$ cat src/rtl/key_event_encoder.sv
// Five-button front panel encoder: synchronize, debounce, queue press events.
// Define AUTO_REPEAT_EN to add auto-repeat on the four direction keys.
module key_event_encoder #(
  parameter int DEB_CYCLES   = 500000,
  parameter int REPEAT_DELAY = 25000000,
  parameter int REPEAT_RATE  = 7000000,
  parameter int FIFO_DEPTH   = 4
) (
  input  logic       CLK,
  input  logic       clear,
  input  logic       Up,
  input  logic       Down,
  input  logic       Left,
  input  logic       Right,
  input  logic       Select,
  output logic       ev_valid,
  output logic [2:0] ev_code,
  input  logic       ev_ready,
  output logic       overflow
);

  localparam int NK = 5;
  localparam int DW = $clog2(DEB_CYCLES + 1);
  localparam int AW = $clog2(FIFO_DEPTH);

  // Key index k carries event code k+1; Select (index 4) has top priority.
  logic [NK-1:0] raw;
  logic [NK-1:0] sync1;
  logic [NK-1:0] sync2;
  logic [NK-1:0] deb;
  logic [NK-1:0] deb_d;
  logic [NK-1:0] pend;
  logic [NK-1:0] rise;
  logic [NK-1:0] rep_tick;
  logic [NK-1:0] ev_new;
  logic [DW-1:0] deb_cnt [NK];

  logic [AW:0]   wr_ptr;
  logic [AW:0]   rd_ptr;
  logic [2:0]    mem [FIFO_DEPTH];
  logic          empty;
  logic          full;
  logic          pop;
  logic          push;
  logic          sel_valid;
  logic [2:0]    sel_idx;

  assign raw = {Select, Right, Left, Down, Up};

  always_ff @(posedge CLK or posedge clear) begin
    if (clear) begin
      sync1 <= '0;
      sync2 <= '0;
    end else begin
      sync1 <= raw;
      sync2 <= sync1;
    end
  end

  always_ff @(posedge CLK or posedge clear) begin
    if (clear) begin
      deb   <= '0;
      deb_d <= '0;
      for (int k = 0; k < NK; k++) deb_cnt[k] <= '0;
    end else begin
      deb_d <= deb;
      for (int k = 0; k < NK; k++) begin
        if (sync2[k] == deb[k]) begin
          deb_cnt[k] <= '0;
        end else if (deb_cnt[k] == DW'(DEB_CYCLES - 1)) begin
          deb[k]     <= sync2[k];
          deb_cnt[k] <= '0;
        end else begin
          deb_cnt[k] <= deb_cnt[k] + 1'b1;
        end
      end
    end
  end

  assign rise = deb & ~deb_d;

`ifdef AUTO_REPEAT_EN
  localparam int RMAX = (REPEAT_DELAY > REPEAT_RATE) ? REPEAT_DELAY : REPEAT_RATE;
  localparam int RW   = $clog2(RMAX + 1);

  logic [RW-1:0] rep_cnt [NK-1];

  // Down-counter reloads with the initial delay on a press, then with the
  // repeat rate each time it reaches terminal count 1.
  always_ff @(posedge CLK or posedge clear) begin
    if (clear) begin
      for (int k = 0; k < NK - 1; k++) rep_cnt[k] <= '0;
    end else begin
      for (int k = 0; k < NK - 1; k++) begin
        if (!deb[k])
          rep_cnt[k] <= '0;
        else if (rise[k])
          rep_cnt[k] <= RW'(REPEAT_DELAY);
        else if (rep_cnt[k] == RW'(1))
          rep_cnt[k] <= RW'(REPEAT_RATE);
        else if (rep_cnt[k] != '0)
          rep_cnt[k] <= rep_cnt[k] - 1'b1;
      end
    end
  end

  always_comb begin
    rep_tick = '0;
    for (int k = 0; k < NK - 1; k++)
      rep_tick[k] = deb[k] && !rise[k] && (rep_cnt[k] == RW'(1));
  end
`else
  assign rep_tick = '0;
`endif

  assign ev_new = rise | rep_tick;

  always_comb begin
    sel_valid = 1'b1;
    sel_idx   = 3'd4;
    if (pend[4])      sel_idx = 3'd4;
    else if (pend[0]) sel_idx = 3'd0;
    else if (pend[1]) sel_idx = 3'd1;
    else if (pend[2]) sel_idx = 3'd2;
    else if (pend[3]) sel_idx = 3'd3;
    else begin
      sel_valid = 1'b0;
      sel_idx   = 3'd0;
    end
  end

  assign empty = (wr_ptr == rd_ptr);
  assign full  = (wr_ptr[AW] != rd_ptr[AW]) && (wr_ptr[AW-1:0] == rd_ptr[AW-1:0]);
  assign pop   = ev_valid && ev_ready;
  assign push  = sel_valid && (!full || pop);

  // A press landing on a bit that is leaving this cycle re-arms it instead
  // of counting as a drop.
  always_ff @(posedge CLK or posedge clear) begin
    if (clear) begin
      pend     <= '0;
      overflow <= 1'b0;
    end else begin
      for (int k = 0; k < NK; k++) begin
        if (ev_new[k]) begin
          if (pend[k] && !(push && sel_idx == 3'(k)))
            overflow <= 1'b1;
          else
            pend[k] <= 1'b1;
        end else if (push && sel_idx == 3'(k)) begin
          pend[k] <= 1'b0;
        end
      end
    end
  end

  always_ff @(posedge CLK or posedge clear) begin
    if (clear) begin
      wr_ptr <= '0;
      rd_ptr <= '0;
    end else begin
      if (push) wr_ptr <= wr_ptr + 1'b1;
      if (pop)  rd_ptr <= rd_ptr + 1'b1;
    end
  end

  always_ff @(posedge CLK) begin
    if (push) mem[wr_ptr[AW-1:0]] <= sel_idx + 3'd1;
  end

  assign ev_valid = !empty;
  assign ev_code  = ev_valid ? mem[rd_ptr[AW-1:0]] : 3'd0;

endmodule

$ cat config.mk
export PLATFORM = sky130hd
export DESIGN_NAME = key_event_encoder
export DESIGN_NICKNAME = d
export VERILOG_FILES = /design/src/rtl/key_event_encoder.sv
export SDC_FILE = /design/constraint.sdc
export NUM_CORES = 1
export LEC_CHECK = 0
export BUFFER_PORTS_ARGS = -buffer_cell sky130_fd_sc_hd__clkbuf_2
export CAP_MARGIN = 40
export CORE_MARGIN = 2
export CORE_UTILIZATION = 45
export CTS_BUF_LIST = sky130_fd_sc_hd__clkbuf_2 sky130_fd_sc_hd__clkbuf_4 sky130_fd_sc_hd__clkbuf_8
export DETAILED_ROUTE_END_ITERATION = 16
export PLACE_DENSITY = 0.57
export REMOVE_ABC_BUFFERS = 1
export SKIP_CTS_REPAIR_TIMING = 1
export SLEW_MARGIN = 40
export SYNTH_ARGS = -nofsm -noshare
export SYNTH_HDL_FRONTEND = slang
export SYNTH_SLANG_ARGS = --single-unit
export TNS_END_PERCENT = 30
$ cat constraint.sdc
create_clock -name CLK -period 10.8 [get_ports CLK]
set_input_delay 0.54 -clock CLK [delete_from_list [all_inputs] [get_ports CLK]]
set_output_delay 0.54 -clock CLK [all_outputs]
set_load 0.02 [all_outputs]
Yosys cells after proc, flatten, opt, wreduce, memory -nomap -nowiden:

Memories as Yosys holds them, arrays and structs flattened.
Cells that the tools add are included.

* register bits after elaboration: 127
* RAM bits: 12
* bits of input ports: 8
* output and inout bits: 5
* logic and storage cells: 144
* memories: 1

* $add $sub $neg: 8
* equality and inequality tests: 22
* multiplexer cells: 48
* bitwise operators: 7
* reduce and logical (&&, ||, !) cells: 37

Memory list
* mem: depth 4, bits a word 3, rd ports 1, clocked after memory_dff 0, write ports 1, RTL line 40 `logic [2:0] mem [FIFO_DEPTH];`

Operators by type and width (count)
* 2-to-1 mux 19 bit: 10
* adder 19 x 1 -> 19 bit (second input constant): 5
* equality test 19 bit (second input constant): 5
* 2-to-1 mux 1 bit: 32
* AND reduction 2 bit: 10
* logical AND 1 bit: 13
* != test 2 bit (second input constant): 5
* nonzero test 2 bit: 5
* adder 3 x 1 -> 3 bit (second input constant): 3
* 2-to-1 mux 2 bit: 4
* zero test 1 bit: 7
* equality test 3 x 2 -> 1 bit (second input constant): 2
* 2-to-1 mux 3 bit: 2
* AND 5 bit: 1
* equality test 1 bit: 5
* NOT 1 bit: 5
* NOT 5 bit: 1
* equality test 3 x 1 -> 1 bit (second input constant): 1
* equality test 3 bit: 1
* equality test 3 bit (second input constant): 1
* zero test 3 bit: 1
* equality test 2 bit: 1
* logical OR 1 bit: 1
* != test 1 bit: 1

Longest topological paths before layout:

* word-level depth: 19
* gate-level depth with buffers: 8
* depth with buffers taken out: 8

Worst setup path before layout:

OpenSTA, ideal clock, no wires.

* path kind: register -> register
* from: reg deb_cnt[68] (netlist bit)
* to: reg deb[1]
* setup time: 125 ps
* arrival time: 1890 ps
* path slack: 8785 ps
* cell stages (with the launch flop): 5
* path buffers: 0
* period minus slack after synthesis: 2015 ps
* cell sequence: dfrtp_1 or4_1 or4_4 nor2_1 mux2_2

* cells in the longest elaborated chain, start to end: 2

Ends and longest elaborated chain
* start, declared: RTL line 36 `logic [DW-1:0] deb_cnt [NK];`
* start signal, assigned by index: RTL line 74 `deb_cnt[k] <= deb_cnt[k] + 1'b1;`
* equality test 19 bit: RTL line 70 `end else if (deb_cnt[k] == DW'(DEB_CYCLES - 1)) begin`
* AND reduction 2 bit (no source line)
* end signal, assigned by index: RTL line 71 `deb[k] <= sync2[k];`
* end, declared: RTL line 30 `logic [NK-1:0] deb;`

No other way between the ends.
A chain may end at the register's enable or synchronous reset.

Worst setup path after layout:

* from: reg rd_ptr[0]
* to: out ev_code[1]

* cells in the longest elaborated chain, start to end: 2
* elaborated cells on any way between the ends: 3

Ends and longest elaborated chain
* start, declared: RTL line 39 `logic [AW:0] rd_ptr;`
* start signal, assigned: RTL line 163 `if (pop) rd_ptr <= rd_ptr + 1'b1;`
* memory (4 x 3 bit) or equality test 3 bit (tied branches)
* 2-to-1 mux 3 bit *: RTL line 172 `assign ev_code = ev_valid ? mem[rd_ptr[AW-1:0]] : 3'd0;`
* end, declared: RTL line 17 `output logic [2:0] ev_code,`

Every way passes the cells marked *; elsewhere a longest branch is shown, timed or not.

==> impl_metrics.json <==
{
  "viasPerCell": 5.400,
  "vias": 4649,
  "synth-main-ff-cell": "dfrtp_1",
  "cts_sinks": 139,
  "finalSetupTns_ns": 0,
  "rsz0062_at_grt": "no",
  "yosysMostFrequentCell": "dfrtp_1",
  "dp_hpwl_microns": 8129,
  "synth-seq-area-share": 0.5235,
  "cts.clk_slew.worst_paths_ns": 0.07,
  "grt_pass1_wl_microns": 21890,
  "ios": 13,
  "drt-total-wl_microns": 12270,
  "fmax_mhz": 424.3,
  "grt_pass1_vias": 4623,
  "r2r-start": "deb_cnt[68]$_DFF_PP0_",
  "cts_buffers": 17,
  "fin_skew_ns": 0.01036,
  "rows": 44,
  "finalSetupViolCount": 0,
  "ys_seq_elements": 139,
  "ys_top_cells_by_area": "dfrtp_1 47%, xnor2_1 7.1%, edfxtp_1 5.3%",
  "crit_path_start_kind": "register",
  "area_delta_synth_final_pct": 9.182,
  "crit_type": "register to output pin",
  "cts_tree": "done",
  "wire_per_inst_microns": 14.25,
  "yosysTopAreaCell": "dfrtp_1",
  "cap_viol_max_count": 0,
  "hold_class": "input port to asynchronous set/reset pin",
  "nNetsFinal": 687,
  "syn-cell-area_sq_um": 6759,
  "worstSetupEndpointType": "output pin",
  "hold_violations": 0,
  "yosysWarningCount": 0,
  "dr.first_iter.drc_count": 285,
  "drc": 0,
  "die_h_microns": 126.6,
  "cts_root_buffer": "clkbuf_8",
  "worstMarginPinSlew_ns": 0.7732,
  "die_w_microns": 126.6,
  "clk_latency_ns": 0.44,
  "cp-startpoint": "rd_ptr[0]$_DFFE_PP0N_",
  "firstDrtPassIters": 4,
  "htree_levels": 4,
  "crit_arrival_ns": 1.82,
  "yosysUniqueCellTypes": 46,
  "diodes": 0,
  "final_layout_size_suffix_gt1_frac": 0.1152,
  "ant_nets": 0,
  "yosysTopAreaCellShare": 0.4702,
  "place_area_sq_um": 6964,
  "synth_cells": 649,
  "grtUsageTotal": 0.1668,
  "coreArea_sq_um": 14590,
  "antenna_found_initial": 0,
  "die_area_sq_um": 16020,
  "peakVddDrop_uv": 93.31,
  "yosys-top-cells-count": "127 x dfrtp_1, 87 x nor2_1, 55 x xnor2_1",
  "syn_area_per_cell_sq_um": 10.41,
  "leakage_nw": 2.956,
  "finalInstanceArea_sq_um": 7380,
  "slew_violations": 0,
  "powerDensity_nw_per_um2": 161.8,
  "period_minus_slack_ns": 2.357,
  "max-clock-path-buffers": 2,
  "fin_crit_sh": 0.2182,
  "max-slew-margin-rel": 0.4814,
  "start_util": 0.4633,
  "ys_async_sr_fraction": 0.9137,
  "crit_fanout": 6,
  "gp_congestion": 0.8228,
  "cp.required_ns": 10.26,
  "grt_max_degree": 85,
  "gr-total-overflow": 0,
  "status": "complete, no violations",
  "portBuffers": 12,
  "synth-edff-count": 12
}
==> stage by stage <==
stage | instances | total power [mW] | hold WS (ns) | setup WS (ns) | utilization
2_1_floorplan | 632 | 0.7246 | 0.3312 | 6.876 | -
3_5_place_dp | 829 | 0.7736 | 0.3363 | 8.590 | 0.4774
4_1_cts | 861 | 1.212 | 0.1660 | 8.385 | 0.5057
5_1_grt | 861 | 1.260 | 0.1583 | 8.317 | 0.5058
3_3_place_gp | 829 | 0.7670 | 0.3326 | 8.621 | 0.4769
6_report | 861 | 1.194 | 0.1915 | 8.443 | 0.5058
==> metal layers <==
layer / vias to the layer above / global-route usage / wire length, microns
met5: - / 0 / 0
met4: 0 / 0.05171 / 78
met3: 6 / 0.04977 / 341
met2: 54 / 0.2570 / 5625
met1: 2276 / 0.2285 / 6222
li1: 2313 / - / -
==> final timing paths <==
| kind | to | slack [ns] | cells past startpoint |
|---|---|---|---|
| max | ev_code[1] | 8.44 | 3 |
| min | sync1[3]$_DFF_PP0_ | 0.19 | 2 |
| max reg2reg | deb_cnt[70]$_DFF_PP0_ | 8.60 | 4 |
| min reg2reg | sync2[0]$_DFF_PP0_ | 0.35 | 0 |
| max in group asynchronous | deb_cnt[17]$_DFF_PP0_ | 9.63 | 3 |
| min in group CLK | sync1[4]$_DFF_PP0_ | 0.20 | 1 |
==> where the power goes <==
group / leakage [nW] / switching [mW] / internal [mW] / total (mW)
sequential: 1.83 / 0.0291 / 0.562 / 0.591
clock: 0.216 / 0.191 / 0.242 / 0.434
combinational: 0.912 / 0.0984 / 0.0707 / 0.169
total: 2.96 / 0.319 / 0.875 / 1.19
==> kinds of logic after synthesis <==
logic type / count (synthesis) / share of synthesized area
flip-flops: 139 / 0.5235
multiplexers: 10 / 0.02166
buffers and inverters: 49 / 0.03277
XOR/XNOR: 78 / 0.1011
adder cells (fa/ha/maj): 15 / 0.02777
AND/OR/NAND/NOR: 297 / 0.2375
AO/OA/AOI/OAI: 61 / 0.05572
==> flip-flops by register name, summed over array words and instances, names as in the netlist <==
| register | count |
|---|---|
| deb | 5 |
| deb_cnt | 95 |
| deb_d | 5 |
| mem | 12 |
| overflow | 1 |
| pend | 5 |
| rd_ptr | 3 |
| sync1 | 5 |
| sync2 | 5 |
| wr_ptr | 3 |
==> placed cells by master (no fill, tap or decap), drive strengths merged, types with 2 or more instances in the layout <==
cell / n
xor2: 23
clkinv: 4
o31ai: 7
nand4bb: 2
xnor2: 55
nand4: 27
and4: 4
nand2: 29
nor2: 87
mux2: 7
dfrtp: 127
or4: 17
a21oi: 23
nor3: 19
or3: 10
and2: 11
edfxtp: 12
nor4: 17
ha: 15
nand3: 41
nand3b: 9
mux4: 3
clkbuf: 37
o21ai: 28
and3: 5
inv: 32
or2: 9
or3b: 2
or4b: 2
bufinv: 2
==> worst max-delay path, cell delays in order (launching register included) <==
cell	delay, ns
dfrtp_1	0.53
mux4_2	0.53
and2_1	0.17
clkbuf_2	0.15
==> area by class of cell <==
| class | count | area, sq um |
|---|---|---|
| Tap cell | 184 | 230.2 |
| Multi-Input combinational cell | 461 | 3003 |
| Inverter | 32 | 127.6 |
| Clock inverter | 7 | 87.58 |
| Fill cell | 1316 | 7209 |
| Clock buffer | 25 | 325.3 |
| Sequential cell | 139 | 3538 |
| Timing Repair Buffer | 13 | 67.56 |
Note: power is estimated with default switching activity, not from simulation.
